### config.mk
export PLATFORM = sky130hd
export DESIGN_NAME = writeback_arbiter
export DESIGN_NICKNAME = d
export VERILOG_FILES = /design/src/rtl/wb_pkg.sv /design/src/rtl/wb_fifo.sv /design/src/rtl/writeback_arbiter.sv
export SDC_FILE = /design/constraint.sdc
export NUM_CORES = 1
export LEC_CHECK = 0
export CORE_MARGIN = 2
export CORE_UTILIZATION = 50
export CTS_BUF_LIST = sky130_fd_sc_hd__clkbuf_16
export CTS_CLUSTER_DIAMETER = 60
export DETAILED_ROUTE_END_ITERATION = 16
export GPL_TIMING_DRIVEN = 0
export PLACE_DENSITY = 0.84
export SLEW_MARGIN = 20
export SYNTH_ARGS = -nofsm -noshare
export SYNTH_HDL_FRONTEND = slang
export SYNTH_SLANG_ARGS = --single-unit
### constraint.sdc
create_clock -name clk -period 2.5 [get_ports clk]
set_input_delay 0.375 -clock clk [delete_from_list [all_inputs] [get_ports clk]]
set_output_delay 0.375 -clock clk [all_outputs]
set_load 0.02 [all_outputs]
### src/rtl/wb_pkg.sv
// ----------------------------------------------------------------------------
// wb_pkg: shared types and constants for the writeback arbiter.
//   wb_entry_t : one queued FPU result {live, float bank, dest index, data}
//   wb_tag_t   : destination-only view of an entry, used for hazard lookup
//   ZERO_REG   : hard-wired zero register index ($zero / $fzero)
// The queue entry width is fixed by WB_ADDR_W/WB_DATA_W; the arbiter's
// ADDR_W/DATA_W parameters are expected to match these.
// ----------------------------------------------------------------------------
package wb_pkg;

   localparam int unsigned WB_ADDR_W = 5;
   localparam int unsigned WB_DATA_W = 32;

   localparam logic [WB_ADDR_W-1:0] ZERO_REG = '0;

   typedef struct packed {
      logic                 live;
      logic                 float;
      logic [WB_ADDR_W-1:0] rd;
      logic [WB_DATA_W-1:0] data;
   } wb_entry_t;

   typedef struct packed {
      logic                 float;
      logic [WB_ADDR_W-1:0] rd;
   } wb_tag_t;

endpackage

### src/rtl/wb_fifo.sv
// ----------------------------------------------------------------------------
// wb_fifo: in-order circular buffer of FPU results with per-entry kill.
// Ports:
//   clk, rst_n  : clock, async active-low reset
//   i_push      : append i_entry at the tail (caller guarantees not full)
//   i_entry     : entry to append
//   i_pop       : consume the head (caller guarantees not empty)
//   i_kill      : per-slot live-bit clear
//   o_head      : entry at the head
//   o_count     : occupancy, killed entries included
//   o_live      : per-slot live bits (popped/empty slots read 0)
//   o_tags      : per-slot destination tags
// ----------------------------------------------------------------------------
module wb_fifo
   import wb_pkg::*;
#(
   parameter  int unsigned DEPTH = 4,
   localparam int unsigned PTR_W = $clog2(DEPTH),
   localparam int unsigned CNT_W = PTR_W + 1
) (
   input  logic                  clk,
   input  logic                  rst_n,
   input  logic                  i_push,
   input  wb_entry_t             i_entry,
   input  logic                  i_pop,
   input  logic [DEPTH-1:0]      i_kill,
   output wb_entry_t             o_head,
   output logic [CNT_W-1:0]      o_count,
   output logic [DEPTH-1:0]      o_live,
   output wb_tag_t [DEPTH-1:0]   o_tags
);

   wb_entry_t [DEPTH-1:0] r_mem;
   logic [PTR_W-1:0]      r_head;
   logic [PTR_W-1:0]      r_tail;
   logic [CNT_W-1:0]      r_count;

   // Storage and pointers; a push overrides a kill on the same slot, and
   // popping clears live so vacated slots never report a hazard.
   always_ff @(posedge clk or negedge rst_n) begin
      if (!rst_n) begin
         r_mem   <= '0;
         r_head  <= '0;
         r_tail  <= '0;
         r_count <= '0;
      end else begin
         for (int unsigned i = 0; i < DEPTH; i++) begin
            if (i_kill[i]) r_mem[i].live <= 1'b0;
         end
         if (i_pop) begin
            r_mem[r_head].live <= 1'b0;
            r_head             <= r_head + PTR_W'(1);
         end
         if (i_push) begin
            r_mem[r_tail] <= i_entry;
            r_tail        <= r_tail + PTR_W'(1);
         end
         r_count <= r_count + CNT_W'(i_push) - CNT_W'(i_pop);
      end
   end

   // Parallel entry view
   always_comb begin
      for (int unsigned i = 0; i < DEPTH; i++) begin
         o_live[i]       = r_mem[i].live;
         o_tags[i].float = r_mem[i].float;
         o_tags[i].rd    = r_mem[i].rd;
      end
   end

   assign o_head  = r_mem[r_head];
   assign o_count = r_count;

endmodule

### src/rtl/writeback_arbiter.sv
// ----------------------------------------------------------------------------
// writeback_arbiter: owns the register file write port. ALU results always
// win and never stall; FPU results queue in wb_fifo while the port is busy.
// Writes to index 0 are dropped; ALU writes kill older queued FPU writes to
// the same register.
// Optional build macro: WB_BYPASS_EN -- when idle and the queue is empty an
// FPU result goes straight to the port (1-cycle latency) instead of queuing.
// Ports:
//   clk, rst_n                          : clock, async active-low reset
//   int_valid/int_reg/int_float/int_data: ALU result (always accepted)
//   fpu_valid/fpu_ready/fpu_reg/...     : FPU result, valid/ready handshake
//   writeReg/writeData/regWrite/float   : registered register-file write
//   chk_reg/chk_float/chk_hit           : pending-write lookup (comb)
//   q_count                             : queue occupancy
// ----------------------------------------------------------------------------
module writeback_arbiter
   import wb_pkg::*;
#(
   parameter  int unsigned DEPTH  = 4,
   parameter  int unsigned ADDR_W = WB_ADDR_W,
   parameter  int unsigned DATA_W = WB_DATA_W,
   localparam int unsigned CNT_W  = $clog2(DEPTH) + 1
) (
   input  logic              clk,
   input  logic              rst_n,
   input  logic              int_valid,
   input  logic [ADDR_W-1:0] int_reg,
   input  logic              int_float,
   input  logic [DATA_W-1:0] int_data,
   input  logic              fpu_valid,
   output logic              fpu_ready,
   input  logic [ADDR_W-1:0] fpu_reg,
   input  logic              fpu_float,
   input  logic [DATA_W-1:0] fpu_data,
   output logic [ADDR_W-1:0] writeReg,
   output logic [DATA_W-1:0] writeData,
   output logic              regWrite,
   output logic              float,
   input  logic [ADDR_W-1:0] chk_reg,
   input  logic              chk_float,
   output logic              chk_hit,
   output logic [CNT_W-1:0]  q_count
);

   wb_entry_t             w_head;
   wb_entry_t             w_fpu_entry;
   wb_entry_t             w_sel;
   logic                  w_sel_valid;
   logic                  w_bypass;
   logic                  w_push;
   logic                  w_pop;
   logic                  w_empty;
   logic [DEPTH-1:0]      w_kill;
   logic [DEPTH-1:0]      w_live;
   wb_tag_t [DEPTH-1:0]   w_tags;
   logic [CNT_W-1:0]      w_count;

   assign w_fpu_entry.live  = 1'b1;
   assign w_fpu_entry.float = fpu_float;
   assign w_fpu_entry.rd    = WB_ADDR_W'(fpu_reg);
   assign w_fpu_entry.data  = WB_DATA_W'(fpu_data);

   // Ready depends on the count only, so a full queue refuses even on a pop.
   assign w_empty   = (w_count == '0);
   assign fpu_ready = (w_count != CNT_W'(DEPTH));
   assign q_count   = w_count;

   // Port selection: ALU, else queue head, else (optionally) direct FPU.
   always_comb begin
      w_sel       = '0;
      w_sel_valid = 1'b0;
      w_bypass    = 1'b0;
      if (int_valid) begin
         w_sel.live  = 1'b1;
         w_sel.float = int_float;
         w_sel.rd    = WB_ADDR_W'(int_reg);
         w_sel.data  = WB_DATA_W'(int_data);
         w_sel_valid = 1'b1;
      end else if (!w_empty) begin
         w_sel       = w_head;
         w_sel_valid = w_head.live;
`ifdef WB_BYPASS_EN
      end else if (fpu_valid) begin
         w_sel       = w_fpu_entry;
         w_sel_valid = 1'b1;
         w_bypass    = 1'b1;
`endif
      end
   end

   assign w_pop  = !int_valid && !w_empty;
   assign w_push = fpu_valid && fpu_ready && !w_bypass;

   // WAW kill against older queued writes; lookup ignores the zero register.
   always_comb begin
      w_kill  = '0;
      chk_hit = 1'b0;
      for (int unsigned i = 0; i < DEPTH; i++) begin
         w_kill[i] = int_valid && w_live[i] &&
                     (w_tags[i].rd == WB_ADDR_W'(int_reg)) &&
                     (w_tags[i].float == int_float);
         if (w_live[i] && (w_tags[i].rd == WB_ADDR_W'(chk_reg)) &&
             (w_tags[i].float == chk_float) &&
             (WB_ADDR_W'(chk_reg) != ZERO_REG)) begin
            chk_hit = 1'b1;
         end
      end
   end

   wb_fifo #(.DEPTH(DEPTH)) u_fifo (
      .clk     (clk),
      .rst_n   (rst_n),
      .i_push  (w_push),
      .i_entry (w_fpu_entry),
      .i_pop   (w_pop),
      .i_kill  (w_kill),
      .o_head  (w_head),
      .o_count (w_count),
      .o_live  (w_live),
      .o_tags  (w_tags)
   );

   // Registered register-file write; index 0 is consumed without writing.
   always_ff @(posedge clk or negedge rst_n) begin
      if (!rst_n) begin
         regWrite  <= 1'b0;
         writeReg  <= '0;
         writeData <= '0;
         float     <= 1'b0;
      end else begin
         regWrite <= w_sel_valid && (w_sel.rd != ZERO_REG);
         if (w_sel_valid) begin
            writeReg  <= ADDR_W'(w_sel.rd);
            writeData <= DATA_W'(w_sel.data);
            float     <= w_sel.float;
         end
      end
   end

endmodule

==> impl_metrics.yaml <==
clock_network:
  clk_latency_ns: 0.50
  cts_buffers: 22
  ctsRootBufferMaster: "clkbuf_16"
  htreeDepth: 1
  cts_tree: "done"
  clock-sinks: 202
  clk_pin_slew_ns: 0.06
  clockBufferDepth: 3
placement:
  place.gp.congestion: 0.884
  place.port_buffers: 117
  dpl-instance-area_um2: 11000
  hpwl_um: 15200
routing:
  drt_wl_total_um: 22300
  ant_nets: 0
  firstDrtPassIters: 4
  drc_errors: 0
  dr_total_vias: 6093
  wl_per_cell_um: 21.2
  via_per_inst: 5.80
  drt_first_iter_violations: 370
floorplan:
  start_util_pct: 50.8
  design.die.area_um2: 20000
  coreArea_um2: 18600
  ios: 130
  die_width_um: 141
  rows: 50
  dieHeight_um: 141
layout:
  area_delta_synth_final_pct: 25.3
  layout_commonest_cell: "dfrtp_1"
  utilization_pct: 63.6
  drive_gt1_share_pct: 33.4
  layout.nets: 898
  num_antenna_cells: 0
  final_cell_mix: "dfrtp_1 (200), mux2_2 (152), clkdlybuf4s50_1 (115), mux4_2 (39), a221o_1 (33)"
  post-route-cell-area_um2: 11800
synth:
  ys_ff_latch: 202
  netlist_instances: 653
  synth_cell_types: 29
  yosys.area.top_type: "dfrtp_1"
  synth_warnings: 0
  yosysTopAreaCellShare_pct: 53.6
  synth_area_per_cell_um2: 14.4
  ys_seq_area_share_pct: 53.6
  synth_area_um2: 9430
  synth_top_cells_by_area: "dfrtp_1 (54%), mux2_2 (18%), mux4_2 (9.3%), a221o_1 (3.5%), xnor2_1 (2.5%)"
  synth_fp_nets: 750
outcome:
  status: "complete, no violations"
timing:
  fin_worst_skew_ns: 0.0113
  fmax_ghz: 0.416
  fin_crit_sh_pct: 96.2
  relSlewSlack_pct: 48.3
  fin_hold_ws_ns: 0.313
  finalSetupViolCount: 0
  grt_setup_unrepaired: "false"
  hold_viol: 0
  min_period_ns: 2.41
  maxSlewViolCount: 0
  tightest_slew_ns: 0.775
worst_setup_path:
  slowest_stage: "dfrtp_2"
  critPathBufInv: 2
  cp-start-kind: "flip-flop"
  arrival_ns: 2.82
  crit_chain: "or3_4 > nor2b_4 > buf_6 > ha_1 > inv_1 > ha_2 > fa_2 > xor2_2 > xnor2_1"
  critPathTopFamily: "adder cells"
  crit_path_end_kind: "flip-flop"
  r2r_slack_ns: 0.09
  cp_max_fo: 3
  critical_path.max_stage_delay_ns: 0.41
  reg2reg_from: "u_fifo.o_count[2]$_DFF_PN0_"
  required_ns: 2.91
  startpoint: "u_fifo.o_count[2]$_DFF_PN0_"
  crit_type: "reg -> reg"
power_and_ir_drop:
  sw_frac_of_total_pct: 32.9
  combPwrFrac_pct: 42.1
  power_density_nw_per_um2: 1390
  p_switching_uw: 5400
  ir_drop_mv: 0.890
  leakagePower_uw: 0.00505
  p_int_uw: 11000
  pwr-share-seq_pct: 36.7
  clkPwrFrac_pct: 21.2
job:
  drv_cap: 0
grt:
  grtUsageTotal_pct: 23.1
  antenna_found_initial: 0
  grt_overflow_total: 0
  grt_pass1_vias: 6702
  grt_pass1_wl_um: 36200
  grt_max_degree: 95
hold_path:
  hold_path_class: "in -> async"
flip-flops by register name, summed over array words and instances, names as in the netlist, 2 cells and up:
signal          cells
writeData          32
writeReg            5
u_fifo.r_head       2
u_fifo.o_count      3
u_fifo.o_live       4
u_fifo.o_tags      24
u_fifo.r_mem      128
u_fifo.r_tail       2
worst paths after layout:
path | endpoint | cells past startpoint
min in group clk | float$_DFFE_PN0P_ | 2
hold / removal | u_fifo.r_mem[90]$_DFFE_PN0P_ | 2
setup reg to reg | u_fifo.o_count[2]$_DFF_PN0_ | 9
hold reg to reg | writeReg[1]$_DFFE_PN0P_ | 2
max in group asynchronous | u_fifo.o_tags[3]$_DFFE_PN0P_ | 3
setup / recovery | u_fifo.o_count[2]$_DFF_PN0_ | 9
cell usage after synthesis:
| library cell | n |
|---|---|
| xnor2_1 | 27 |
| o21ai_0 | 9 |
| buf_2 | 20 |
| mux2_2 | 152 |
| a22oi_1 | 5 |
| inv_1 | 10 |
| buf_6 | 2 |
| buf_1 | 2 |
| a21oi_1 | 1 |
| mux2i_1 | 2 |
| and3_1 | 28 |
| xor2_1 | 25 |
| nand2_1 | 24 |
| a31oi_1 | 1 |
| dfrtp_1 | 202 |
| or3_1 | 1 |
| mux4_2 | 39 |
| nor2b_1 | 1 |
| buf_4 | 7 |
| and2_1 | 1 |
| nor4_1 | 9 |
| clkbuf_1 | 23 |
| a21oi_2 | 1 |
| nor3_1 | 1 |
| nand4_1 | 8 |
| a221o_1 | 33 |
| nor2_1 | 8 |
| ha_1 | 10 |
| fa_1 | 1 |
final cells by class:
cell class	instances	area, µm²
clock inverters	17	213
well taps	234	293
fillers	1345	6760
multi-input cells	387	4090
plain buffers	52	268
repair buffers	126	1280
clock buffers	23	576
flip-flops and latches	202	5060
inverters	10	37.5
per-stage QoR:
stage | power [µW] | instances | setup slack, ns | TNS (ns)
floorplan | 10600 | 653 | 0.0207 | 0
global placement | 12600 | 1004 | -8.00 | -1464.65
detailed placement | 12900 | 1006 | -0.163 | -0.287
CTS | 16500 | 1049 | 0.0148 | 0
global route | 17400 | 1051 | 0.00112 | 0
finish | 16400 | 1051 | 0.0947 | 0
worst register-to-register path, stage by stage, from the launching register on:
cell and delay, ns:
dfrtp_2 0.41, or3_4 0.40, nor2b_4 0.15, buf_6 0.15
ha_1 0.26, inv_1 0.04, ha_2 0.17, fa_2 0.41
xor2_2 0.16, xnor2_1 0.17
power by group through the flow:
stage,sequential [µW],combinational [µW],clock (µW)
after CTS,6030,6920,3530
after floorplan,6150,4470,0
after global routing,6230,7450,3670
final,6040,6910,3480
after global placement,5970,6600,0
after detailed placement,6060,6830,0
logic make-up after synthesis:
family                     share of synthesized area [%]
DFF                                                 53.6
buffers and inverters                               3.25
adders and majority gates                           1.54
AOI/OAI and AO/OA                                   4.59
muxes                                               27.7
xor gates and xnor gates                            4.83
and+or+nand+nor                                     4.51
repair_timing:
action	CTS	global route
setup buffers	2	4
pin swaps	1	3
gates cloned	0	0
hold buffers	1	0
hold endpoints to repair	25	0
resized for setup	3	5
setup endpoints to repair	2	3
metal layers:
metal | wire length, µm | vias to the layer above | global-route usage (%)
met5 | 0 | - | 0
met4 | 425 | 0 | 5.53
met3 | 953 | 31 | 3.58
met2 | 11300 | 151 | 39.7
met1 | 9590 | 3203 | 31.3
li1 | - | 2708 | -
(Power assumes the default switching activity.)
